==> src/rtl/fetch_queue.sv <==
// Instruction-fetch stage: one outstanding imem fetch at a time, results buffered with their PC for decode.
// Optional FETCHQ_BYPASS_EN: an accepted word is forwarded to decode in the ack cycle when the FIFO is empty.
module fetch_queue #(
   parameter int DEPTH = 4
) (
   input  logic        clk,
   input  logic        rst,
   input  logic [63:0] pc_in,
   input  logic        redirect,
   output logic        pc_advance,
   output logic        imem_req,
   output logic [63:0] imem_addr,
   input  logic        imem_ack,
   input  logic [31:0] imem_rdata,
   output logic        out_valid,
   input  logic        out_ready,
   output logic [31:0] out_instr,
   output logic [63:0] out_pc
);

   localparam int AW = $clog2(DEPTH);
   localparam logic [AW:0]   FULL    = (AW+1)'(DEPTH);
   localparam logic [AW:0]   CNT_ONE = (AW+1)'(1);
   localparam logic [AW-1:0] PTR_ONE = AW'(1);

   typedef enum logic [1:0] {
      IDLE = 2'd0,
      WAIT = 2'd1,
      DROP = 2'd2
   } state_t;

   state_t        state_q, state_d;
   logic          req_q, req_d;
   logic [63:0]   addr_q, addr_d;
   logic [AW-1:0] wr_ptr_q, wr_ptr_d;
   logic [AW-1:0] rd_ptr_q, rd_ptr_d;
   logic [AW:0]   count_q, count_d;

   logic [31:0]   instr_mem [DEPTH];
   logic [63:0]   pc_mem    [DEPTH];

   logic          accept;
   logic          fifo_empty;
   logic          bypass;
   logic          wr_en;
   logic          rd_en;

   assign accept     = (state_q == WAIT) && imem_ack && !redirect;
   assign fifo_empty = (count_q == '0);

`ifdef FETCHQ_BYPASS_EN
   assign bypass = accept && fifo_empty;
`else
   assign bypass = 1'b0;
`endif

   assign out_valid  = !fifo_empty || bypass;
   assign out_instr  = bypass ? imem_rdata : instr_mem[rd_ptr_q];
   assign out_pc     = bypass ? addr_q     : pc_mem[rd_ptr_q];

   // A bypassed word taken by decode in the same cycle never occupies a slot.
   assign wr_en      = accept && !(bypass && out_ready);
   assign rd_en      = !fifo_empty && out_ready;

   assign pc_advance = accept;
   assign imem_req   = req_q;
   assign imem_addr  = addr_q;

   always_comb begin
      state_d = state_q;
      req_d   = req_q;
      addr_d  = addr_q;
      case (state_q)
         IDLE: begin
            // Issue only with a slot free, so the eventual push cannot overflow.
            if ((count_q < FULL) && !redirect) begin
               req_d   = 1'b1;
               addr_d  = pc_in;
               state_d = WAIT;
            end
         end
         WAIT: begin
            if (imem_ack) begin
               req_d   = 1'b0;
               state_d = IDLE;
            end else if (redirect) begin
               state_d = DROP;
            end
         end
         DROP: begin
            if (imem_ack) begin
               req_d   = 1'b0;
               state_d = IDLE;
            end
         end
         default: begin
            req_d   = 1'b0;
            state_d = IDLE;
         end
      endcase
   end

   always_comb begin
      wr_ptr_d = wr_ptr_q;
      rd_ptr_d = rd_ptr_q;
      count_d  = count_q;
      if (redirect) begin
         wr_ptr_d = '0;
         rd_ptr_d = '0;
         count_d  = '0;
      end else begin
         if (wr_en) begin
            wr_ptr_d = wr_ptr_q + PTR_ONE;
         end
         if (rd_en) begin
            rd_ptr_d = rd_ptr_q + PTR_ONE;
         end
         case ({wr_en, rd_en})
            2'b10:   count_d = count_q + CNT_ONE;
            2'b01:   count_d = count_q - CNT_ONE;
            default: count_d = count_q;
         endcase
      end
   end

   always_ff @(posedge clk) begin
      if (rst) begin
         state_q  <= IDLE;
         req_q    <= 1'b0;
         addr_q   <= '0;
         wr_ptr_q <= '0;
         rd_ptr_q <= '0;
         count_q  <= '0;
      end else begin
         state_q  <= state_d;
         req_q    <= req_d;
         addr_q   <= addr_d;
         wr_ptr_q <= wr_ptr_d;
         rd_ptr_q <= rd_ptr_d;
         count_q  <= count_d;
      end
   end

   always_ff @(posedge clk) begin
      if (wr_en) begin
         instr_mem[wr_ptr_q] <= imem_rdata;
         pc_mem[wr_ptr_q]    <= addr_q;
      end
   end

endmodule

==> config.mk <==
export PLATFORM = sky130hd
export DESIGN_NAME = fetch_queue
export DESIGN_NICKNAME = d
export VERILOG_FILES = /design/src/rtl/fetch_queue.sv
export SDC_FILE = /design/constraint.sdc
export NUM_CORES = 1
export LEC_CHECK = 0
export CORE_MARGIN = 2
export CORE_UTILIZATION = 40
export CTS_CLUSTER_SIZE = 14
export DETAILED_ROUTE_END_ITERATION = 7
export GPL_TIMING_DRIVEN = 0
export SYNTH_ARGS = -nofsm -noshare
export SYNTH_HDL_FRONTEND = slang
export SYNTH_SLANG_ARGS = --single-unit
==> constraint.sdc <==
create_clock -name clk -period 3.4 [get_ports clk]
set_clock_uncertainty 0.2 [all_clocks]
set_input_delay 0.51 -clock clk [delete_from_list [all_inputs] [get_ports clk]]
set_output_delay 0.51 -clock clk [all_outputs]
set_load 0.02 [all_outputs]
==> impl_metrics.yaml, run 1 <==
status:
  status: "complete, no violations"
critical_path:
  cp-end-kind: "output port"
  path_cells: "buf_6 > buf_6 > buf_6 > mux4_2 > clkdlybuf4s50_1"
  path_max_fanout: 10
  r2r_slack_ns: 0.57
  cp_common_cell: "buf_6"
  r2r_cells: 6
  timing.rr.end: "instr_mem[0][23]$_DFFE_PP_"
  r2r-start: "state_q[1]$_SDFFE_PP0P_"
  worstPathRequired_ns: 2.69
  criticalPathCategory: "reg -> out"
  startpoint_type: "register"
  cpPeakStageDelay_ns: 0.58
  slowest_stage: "clkdlybuf4s50_1"
  arrival_ns: 2.54
  crit_end: "out_pc[62]"
die:
  dieArea_mm2: 0.0435
  io_pins: 264
  die_h_um: 208
  core_area_mm2: 0.0410
  die_w_um: 208
  rows: 74
  start_util: 0.408
detailed_routing:
  dr.pass1.iters: 5
  num_vias: 8723
  ant_nets: 0
  avgRoutedWirePerCell_um: 20.5
  vias_per_cell: 5.00
  drt-initial-drc-count: 516
  finalWirelength_um: 35700
  drcViolationCount: 0
synthesis:
  netlist.area_leader.share: 0.689
  synth_nets: 968
  synthTopCellsByArea: "edfxtp_1 (69%), mux4_2 (13%), dfxtp_1 (9.1%)"
  yosys_register_bits: 460
  yosysUniqueCellTypes: 26
  ys_seq_area_frac: 0.780
  synthCells: 857
  syn_area_per_cell_um2: 19.5
  yosysTopAreaCell: "edfxtp_1"
  yosys_warnings: 0
  synth_area_mm2: 0.0167
clock_tree:
  cts_max_level: 2
  clkTransAtPathRegs_ns: 0.06
  cts_max_path_buffers: 3
  insertion_delay_ns: 0.56
  numCtsBuffers: 47
  tritoncts: "built"
  cts_sinks: 460
  root_buffer: "clkbuf_16"
grt:
  antenna_found_initial: 0
  grt_pass1_vias: 9050
  grt-ovfl-total: 0
  grtUsageTotal: 0.167
  grt_pass1_wl_um: 54900
  grt_max_degree: 54
timing:
  fin_crit_ns: 3.25
  slew_violations: 0
  finalSetupViolCount: 0
  worstMarginPinSlew_ns: 1.01
  finalHoldViolCount: 0
  fin_ws_ns: 0.151
  slew_headroom: 0.326
  finalCritPeriodShare: 0.955
  rsz0062_at_grt: "no"
  timing.fmax_ghz: 0.308
  tns_ns: 0
place:
  io_buffer_count: 262
  dpl.hpwl_um: 22300
  place_ws_ns: 0.0249
  gp_congestion: 0.701
  place_inst: 1656
pwr:
  clkPwrFrac: 0.411
  p_leak_nw: 7.08
  p_sw_mw: 2.59
  p_total_mw: 12.3
  power.density_mw_per_mm2: 565
  max-vdd-ir-drop_uv: 329
  p_sw_frac: 0.211
  power_frac_seq: 0.519
  p_comb_frac: 0.070
  p_int_mw: 9.69
worst_hold_path:
  hp-class: "in -> reg"
layout:
  nets: 1284
  layout-drive-gt1-share: 0.173
  syn_to_final_growth_pct: 29.9
  layout_commonest_cell: "edfxtp_1"
  mostFrequentLayoutCells: "edfxtp_1 (384), clkdlybuf4s50_1 (255), nand2_1 (131)"
  finalNonFillerCells: 1743
  n_antenna_cell: 0
job:
  cap_viol_max_count: 0
[repair_timing]
item / 4_1_cts / 5_1_grt
cloned: 0 / 0
buffers inserted: 0 / 0
endpoints found under the setup margin: 71 / 9
hold buffers: 0 / 0
gates resized for setup: 7 / 10
[sequential cells by signal (all words and copies together), names as in the netlist, named ones only]
| signal | flops |
|---|---|
| count_q | 3 |
| imem_addr | 64 |
| imem_req | 1 |
| instr_mem | 128 |
| pc_mem | 256 |
| rd_ptr_q | 2 |
| state_q | 2 |
| wr_ptr_q | 2 |
[worst min path at each step]
stage / from / slack, ns / to / cells past startpoint
after floorplan: state_q[0]$_SDFFE_PP0P_ / 0.27 / state_q[0]$_SDFFE_PP0P_ / 2
after global placement: imem_addr[24]$_SDFFE_PP0P_ / 0.30 / imem_addr[24]$_SDFFE_PP0P_ / 2
after detailed placement: state_q[0]$_SDFFE_PP0P_ / 0.30 / state_q[0]$_SDFFE_PP0P_ / 2
after CTS: pc_in[35] / 0.26 / imem_addr[35]$_SDFFE_PP0P_ / 3
after global routing: pc_in[25] / 0.28 / imem_addr[25]$_SDFFE_PP0P_ / 3
final: pc_in[52] / 0.30 / imem_addr[52]$_SDFFE_PP0P_ / 3
[per-layer routing]
metal / share of wire / track usage / vias up / wire (um)
met1: 0.43 / 0.223 / 4439 / 15500
met5: 0 / 0 / - / 0
met4: 0.019 / 0.0471 / 0 / 670
met3: 0.064 / 0.0400 / 51 / 2280
li1: - / - / 3991 / -
met2: 0.48 / 0.273 / 242 / 17300
[per-stage QoR]
| step | hold WS, ns | instance area (um2) | util |
|---|---|---|---|
| 2_1_floorplan | 0.271 | 16700 | - |
| 3_3_place_gp | 0.296 | 20000 | 0.488 |
| 3_5_place_dp | 0.296 | 20200 | 0.492 |
| 4_1_cts | 0.264 | 21700 | 0.529 |
| 5_1_grt | 0.278 | 21700 | 0.530 |
| 6_report | 0.296 | 21700 | 0.530 |
[synthesized netlist by cell type (all sizes together)]
master    n
and2      4
nor3      1
fa        1
nand3b    1
o21ai     5
ha        9
mux4     96
edfxtp  384
nand2   132
o41ai     1
clkbuf   14
a21oi    70
o31a      1
or3       2
nor2     10
or2       1
nand2b    3
dfxtp    76
xnor2     2
xor2      3
inv      11
a211oi    1
buf      29
[worst max-delay path, delay by kind of cell, from the launching register on]
| kind | cells | cell delay (ns) |
|---|---|---|
| flops | 1 | 0.32 |
| mux | 1 | 0.51 |
| buf+inv | 4 | 1.14 |
[layout make-up]
class | instances | area, um2
multi-input combinational | 343 | 3370
inverter | 11 | 41.3
buffer | 43 | 292
fill | 3294 | 19300
clock buffer | 73 | 1420
timing repair buffer | 267 | 2780
sequential | 460 | 13100
tap | 532 | 666
clock inverter | 14 | 118
[power groups by stage]
stage,registers [mW],clock network (mW),logic (mW)
6_report,6.38,5.04,0.857
3_3_place_gp,6.50,0,0.857
3_5_place_dp,6.50,0,0.866
4_1_cts,6.38,5.19,0.872
2_1_floorplan,6.54,0,0.331
5_1_grt,6.40,5.44,0.920
[logic make-up (layout without fill, tap and decap cells)]
family | after synthesis | after routing | synth area share
AO/OA/AOI/OAI | 78 | 78 | 0.0239
multiplexers | 96 | 96 | 0.129
adder cells (fa/ha/maj) | 10 | 10 | 0.00793
flip-flops | 460 | 460 | 0.780
buffers and inverters | 54 | 408 | 0.0188
XOR/XNOR | 5 | 5 | 0.00262
AND/OR/NAND/NOR | 154 | 154 | 0.0372
Power figures use the tool's default switching activity.
==> run 2: changes to the inputs <==
--- a/config.mk
+++ b/config.mk
@@ -5,11 +5,11 @@
 export SDC_FILE = /design/constraint.sdc
 export NUM_CORES = 1
 export LEC_CHECK = 0
+export ABC_AREA = 1
 export CORE_MARGIN = 2
 export CORE_UTILIZATION = 40
 export CTS_CLUSTER_SIZE = 14
 export DETAILED_ROUTE_END_ITERATION = 7
-export GPL_TIMING_DRIVEN = 0
 export SYNTH_ARGS = -nofsm -noshare
 export SYNTH_HDL_FRONTEND = slang
 export SYNTH_SLANG_ARGS = --single-unit
==> run 2 against run 1 <==
Count of clock-buffer cells in the layout is 2 lower. Cell count increased by 23%. Fmax barely moved. First-iteration DRC count is 42% higher. Global-route usage grew 1.3 points. Design area increased by 0.89%. Routed wire length grew 13%. Synthesized area increased by 2.7%. Die area is 2.7% higher. Clock power up 3%. Flip-flop and latch count did not move. Combinational power is 110% higher.
==> impl_metrics.yaml, run 2 <==
layout:
  layout_commonest_cell: "edfxtp_1"
  syn_to_final_growth_pct: 27.6
  mostFrequentLayoutCells: "edfxtp_1 (384), nor2_1 (331), clkdlybuf4s50_1 (263)"
  nets: 1673
  nFillCells: 3586
  largest_reg_flops: 256
  top_register: "pc_mem"
  finalNonFillerCells: 2142
  layout-drive-gt1-share: 0.0712
synthesis:
  syn_area_per_cell_um2: 13.2
  netlist.area_leader.share: 0.671
  yosys-top-cells-count: "edfxtp_1 (384), nor2_1 (335), o21ai_0 (169), o22ai_1 (96), o21ai_1 (91)"
  synth_area_mm2: 0.0172
  synthCells: 1306
  yosysUniqueCellTypes: 24
  synth_edf_count: 384
  synthTopCellsByArea: "edfxtp_1 (67%), dfxtp_1 (8.9%), nor2_1 (7.3%)"
  yosys_warnings: 0
  synth.most_common_cell: "edfxtp_1"
  ys_seq_area_frac: 0.760
  yosys_register_bits: 460
  synth-async-reset-ratio: 0
  synth-main-ff-cell: "edfxtp_1"
  yosysTopAreaCell: "edfxtp_1"
  synth_nets: 1417
clock_tree:
  root_buffer: "clkbuf_16"
  cts_sinks: 460
  numCtsBuffers: 48
  tritoncts: "built"
  clkTransAtPathRegs_ns: 0.06
  cts_hold_buf: 0
  cts_max_level: 2
  insertion_delay_ns: 0.57
  cts_max_path_buffers: 3
pwr:
  p_sw_frac: 0.247
  max-vdd-ir-drop_uv: 322
  p_total_mw: 13.9
  clkPwrFrac: 0.375
  power_frac_seq: 0.495
  power.density_mw_per_mm2: 633
  p_sw_mw: 3.43
  p_int_mw: 10.5
  p_comb_frac: 0.131
  p_leak_nw: 7.49
die:
  dieArea_mm2: 0.0446
  io_pins: 264
  core_area_mm2: 0.0421
  rows: 75
  start_util: 0.408
  die_w_um: 211
  die_h_um: 211
timing:
  worstMarginPinSlew_ns: 0.576
  fin_crit_ns: 3.25
  timing.fmax_ghz: 0.308
  slew_headroom: 0.616
  finalHoldViolCount: 0
  fin_ws_ns: 0.151
  slew_violations: 0
  rsz0062_at_grt: "no"
  finalSetupViolCount: 0
  finalCritPeriodShare: 0.955
worst_hold_path:
  holdPathStages: 1
  hp-class: "reg -> reg"
place:
  place_ws_ns: 0.446
  io_buffer_count: 263
  dpl.hpwl_um: 23000
  place_inst: 2050
  gp_congestion: 0.756
critical_path:
  worstPathRequired_ns: 2.69
  path_cells: "buf_12 > o21ai_0 > o22ai_1 > clkdlybuf4s50_1"
  critPathBufInv: 2
  path_max_fanout: 58
  arrival_ns: 2.54
  r2r_cells: 9
  slowest_stage: "clkdlybuf4s50_1"
  cp-end-kind: "output port"
  critPathTopFamily: "buffers and inverters"
  cp.depth: 4
  criticalPathCategory: "reg -> out"
  cpPeakStageDelay_ns: 0.68
  startpoint_type: "register"
detailed_routing:
  avgRoutedWirePerCell_um: 18.9
  dr.pass1.iters: 5
  ant_nets: 0
  num_vias: 10900
  finalWirelength_um: 40400
  vias_per_cell: 5.07
  drcViolationCount: 0
  drt-initial-drc-count: 734
grt:
  grt-ovfl-total: 0
  grt_pass1_wl_um: 61200
  grt_max_degree: 70
  antenna_found_initial: 3
  grt_pass1_vias: 10400
  grtUsageTotal: 0.180
status:
  status: "complete, no violations"
job:
  cap_viol_max_count: 0
run 2: stage by stage:
stage	hold slack (ns)	setup TNS (ns)	instance area [um2]	utilization
floorplan	0.222	-352.49	17200	-
global placement	0.233	0	20300	0.482
detailed placement	0.243	0	20300	0.482
CTS	0.247	0	21900	0.520
global route	0.289	0	21900	0.520
finish	0.250	0	21900	0.520
run 2: cell families after synthesis:
group,Yosys count,synth area share
compound gates,363,0.113
simple gates,364,0.0805
fa+ha+maj,10,0.00772
flops,460,0.760
buf+inv,109,0.0393
run 2: path summary, 6_finish.rpt:
| kind | to | start | slack (ns) |
|---|---|---|---|
| max | out_pc[25] | register | 0.15 |
| min | count_q[0]$_SDFFE_PP0P_ | count_q[0]$_SDFFE_PP0P_ | 0.25 |
| min reg2reg | count_q[0]$_SDFFE_PP0P_ | count_q[0]$_SDFFE_PP0P_ | 0.25 |
| max reg2reg | count_q[1]$_SDFFE_PP0P_ | state_q[1]$_SDFFE_PP0P_ | 0.76 |
run 2: power groups by stage:
stage,Clock [mW],Combinational [mW],Sequential [mW]
after floorplan,0,0.759,7.11
after global placement,0,1.82,6.98
after detailed placement,0,1.83,7.00
after CTS,5.32,1.84,6.88
after global routing,5.53,1.98,6.93
final,5.20,1.81,6.87
run 2: worst register-to-register path, cell delays in order, from the launching register on:
cell and delay [ns]:
dfxtp_1 0.31, inv_1 0.12, ha_1 0.23, nand2_1 0.07, nor2_1 0.31, inv_2 0.21
ha_1 0.27, inv_1 0.09, fa_1 0.41, a211oi_1 0.31
run 2: layer usage:
| layer | global-route usage | wire (um) | vias to the layer above | share of wire |
|---|---|---|---|---|
| met5 | 0 | 29 | - | 0.00072 |
| met4 | 0.0493 | 606 | 4 | 0.015 |
| met3 | 0.0421 | 2500 | 47 | 0.062 |
| met2 | 0.285 | 18700 | 259 | 0.46 |
| met1 | 0.249 | 18600 | 5283 | 0.46 |
| li1 | - | - | 5260 | - |
run 2: what timing repair did:
| action | 4_1_cts | 5_1_grt |
|---|---|---|
| hold endpoints to repair | 0 | 0 |
| gates resized for setup | 3 | 1 |
| endpoints found under the setup margin | 41 | 65 |
| setup buffers | 0 | 1 |
run 2: layout make-up:
| cell class | instances | area [um2] | area share |
|---|---|---|---|
| sequential | 460 | 13100 | 0.596 |
| multi-input combinational | 737 | 3480 | 0.159 |
| timing repair buffer | 288 | 2990 | 0.137 |
| clock buffer | 71 | 1410 | 0.0643 |
| tap | 539 | 674 | 0.0308 |
| clock inverter | 19 | 189 | 0.00862 |
| inverter | 27 | 115 | 0.00525 |
| antenna | 1 | 2.50 | 0.000114 |
==> run 3: changes to the inputs <==
--- a/config.mk
+++ b/config.mk
@@ -6,7 +6,7 @@
 export NUM_CORES = 1
 export LEC_CHECK = 0
 export ABC_AREA = 1
-export CORE_MARGIN = 2
+export CORE_MARGIN = 8
 export CORE_UTILIZATION = 40
 export CTS_CLUSTER_SIZE = 14
 export DETAILED_ROUTE_END_ITERATION = 7
==> run 3 against run 2 <==
Count of clock-buffer cells in the layout shrank 6. Total power grew 2.1%. Utilization rose by 0.068 points. Sequential power about the same. Fmax decreased by 0.66%. Design area up 1.5%. Via count is 1.9% higher. Cell count up 1.1%.
==> impl_metrics.yaml, run 3 (same netlist as run 2, synthesis figures left out) <==
timing:
  fin_crit_ns: 3.27
  rsz0062_at_grt: "no"
  finalSetupViolCount: 0
  worstMarginPinSlew_ns: 0.654
  timing.fmax_ghz: 0.306
  slew_violations: 0
  slew_headroom: 0.563
  holdWs_ns: 0.269
  finalCritPeriodShare: 0.962
  finalHoldViolCount: 0
pwr:
  power.density_mw_per_mm2: 637
  max-vdd-ir-drop_uv: 323
  p_leak_nw: 7.65
  p_total_mw: 14.2
grt:
  grt_pass1_vias: 11200
  grt_pass1_wl_um: 66000
  antenna_found_initial: 2
  grtUsageTotal: 0.168
  grt_max_degree: 97
  grt-ovfl-total: 0
critical_path:
  critPathBufInv: 3
  r2r-start: "state_q[1]$_SDFFE_PP0P_"
  criticalPathCategory: "reg -> out"
  cp-end-kind: "output port"
  cpPeakStageDelay_ns: 0.68
  timing.rr.end: "instr_mem[1][6]$_DFFE_PP_"
  r2r_slack_ns: 0.92
  startpoint_type: "register"
  path_max_fanout: 44
  arrival_ns: 2.56
  r2r_cells: 7
  critPathTopFamily: "buffers and inverters"
  path_cells: "inv_6 > buf_4 > nor2_1 > o22ai_1 > clkdlybuf4s50_1"
  slowest_stage: "clkdlybuf4s50_1"
  worstPathRequired_ns: 2.69
detailed_routing:
  ant_nets: 0
  dr.max_layer_used: "met5"
  num_vias: 11100
  dr.pass1.iters: 5
  met3_length_um: 2710
  drcViolationCount: 0
  routed-wl-met2_um: 19900
  vias_per_cell: 5.11
  drt-initial-drc-count: 732
  avgRoutedWirePerCell_um: 19.8
  wl_met1_um: 19500
  finalWirelength_um: 43000
die:
  dieArea_mm2: 0.0498
  core_area_mm2: 0.0427
  io_pins: 264
  start_util: 0.402
  rows: 76
  die_h_um: 223
  die_w_um: 223
worst_hold_path:
  holdPathStages: 1
  hp-class: "reg -> reg"
  min_from: "count_q[0]$_SDFFE_PP0P_"
  hold_end: "count_q[0]$_SDFFE_PP0P_"
clock_tree:
  numCtsBuffers: 49
  insertion_delay_ns: 0.57
  cts_max_level: 2
  cts_hold_buf: 0
  tritoncts: "built"
  root_buffer: "clkbuf_16"
  cts_max_path_buffers: 3
  cts_sinks: 460
  clkTransAtPathRegs_ns: 0.06
  cts_setup_buffers: 0
layout:
  layout-drive-gt1-share: 0.0809
  multiInputGateArea_mm2: 0.00349
  final_cell_area_mm2: 0.0223
  n_antenna_cell: 0
  mostFrequentLayoutCells: "edfxtp_1 (384), nor2_1 (331), clkdlybuf4s50_1 (263)"
  largest_reg_flops: 256
  nets: 1692
  nFillCells: 3624
  layout.area.seq_mm2: 0.0131
  layout_commonest_cell: "edfxtp_1"
  top_register: "pc_mem"
  finalNonFillerCells: 2166
  syn_to_final_growth_pct: 29.5
status:
  status: "complete, no violations"
place:
  io_buffer_count: 263
  gp_congestion: 0.753
  dpl-instance-area_mm2: 0.0205
  dpl.hpwl_um: 26700
  place_inst: 2075
job:
  cap_viol_max_count: 0
[run 3: cell types whose count changed in the layout (fill, tap and decap cells not counted), sizes merged]
cell | previous run | this run
buf | 25 | 42
clkbuf | 71 | 66
bufinv | 3 | 6
clkinv | 16 | 18
inv | 25 | 27
clkinvlp | 2 | 1
diode | 1 | 0
[run 3: where the power goes]
part	switching, mW	total, mW	internal, mW
clock	2.09	5.44	3.34
combinational	1.05	1.85	0.799
sequential	0.320	6.89	6.57
total	3.47	14.2	10.7
[run 3: how the worst max path moves through the flow]
stage                                  startpoint                        end  cells after the start  slack, ns
after floorplan           state_q[1]$_SDFFE_PP0P_  instr_mem[0][0]$_DFFE_PP_                      6      -0.92
after global placement                   imem_ack  instr_mem[1][6]$_DFFE_PP_                      6       0.59
after detailed placement                 imem_ack  instr_mem[1][6]$_DFFE_PP_                      6       0.54
after CTS                                register                 out_pc[63]                      4       0.07
after global routing                     register                 out_pc[33]                      4      0.002
final                                    register              out_instr[11]                      5       0.13
[run 3: layer usage]
metal  track usage  vias up
met5             0        -
met4        0.0474        4
met3        0.0408       59
met2         0.269      302
met1         0.225     5391
li1              -     5306
[run 3: what timing repair did]
action,4_1_cts,5_1_grt
endpoints found under the hold margin,0,0
endpoints found under the setup margin,0,2
gates resized for setup,0,2
[run 3: layout make-up]
type | instances | area share
well taps | 546 | 0.0307
multi-input cells | 737 | 0.157
repair buffers | 306 | 0.145
clock inverters | 25 | 0.0125
flip-flops and latches | 460 | 0.587
clock buffers | 65 | 0.0629
inverters | 27 | 0.00484
[run 3: worst register-to-register path, delay by kind of cell, from the launching register on]
kind	cells	cell delay, ns
AND/OR/NAND/NOR	3	0.85
adder cells (fa/ha/maj)	1	0.21
flip-flops	1	0.32
buffers and inverters	3	0.59
[run 3: stage by stage]
step                      setup WS [ns]  utilization  TNS [ns]
after global placement            0.590        0.481         0
after global routing            0.00234        0.521         0
after CTS                        0.0688        0.520         0
after floorplan                  -0.918            -   -352.49
final                             0.130        0.521         0
after detailed placement          0.536        0.481         0
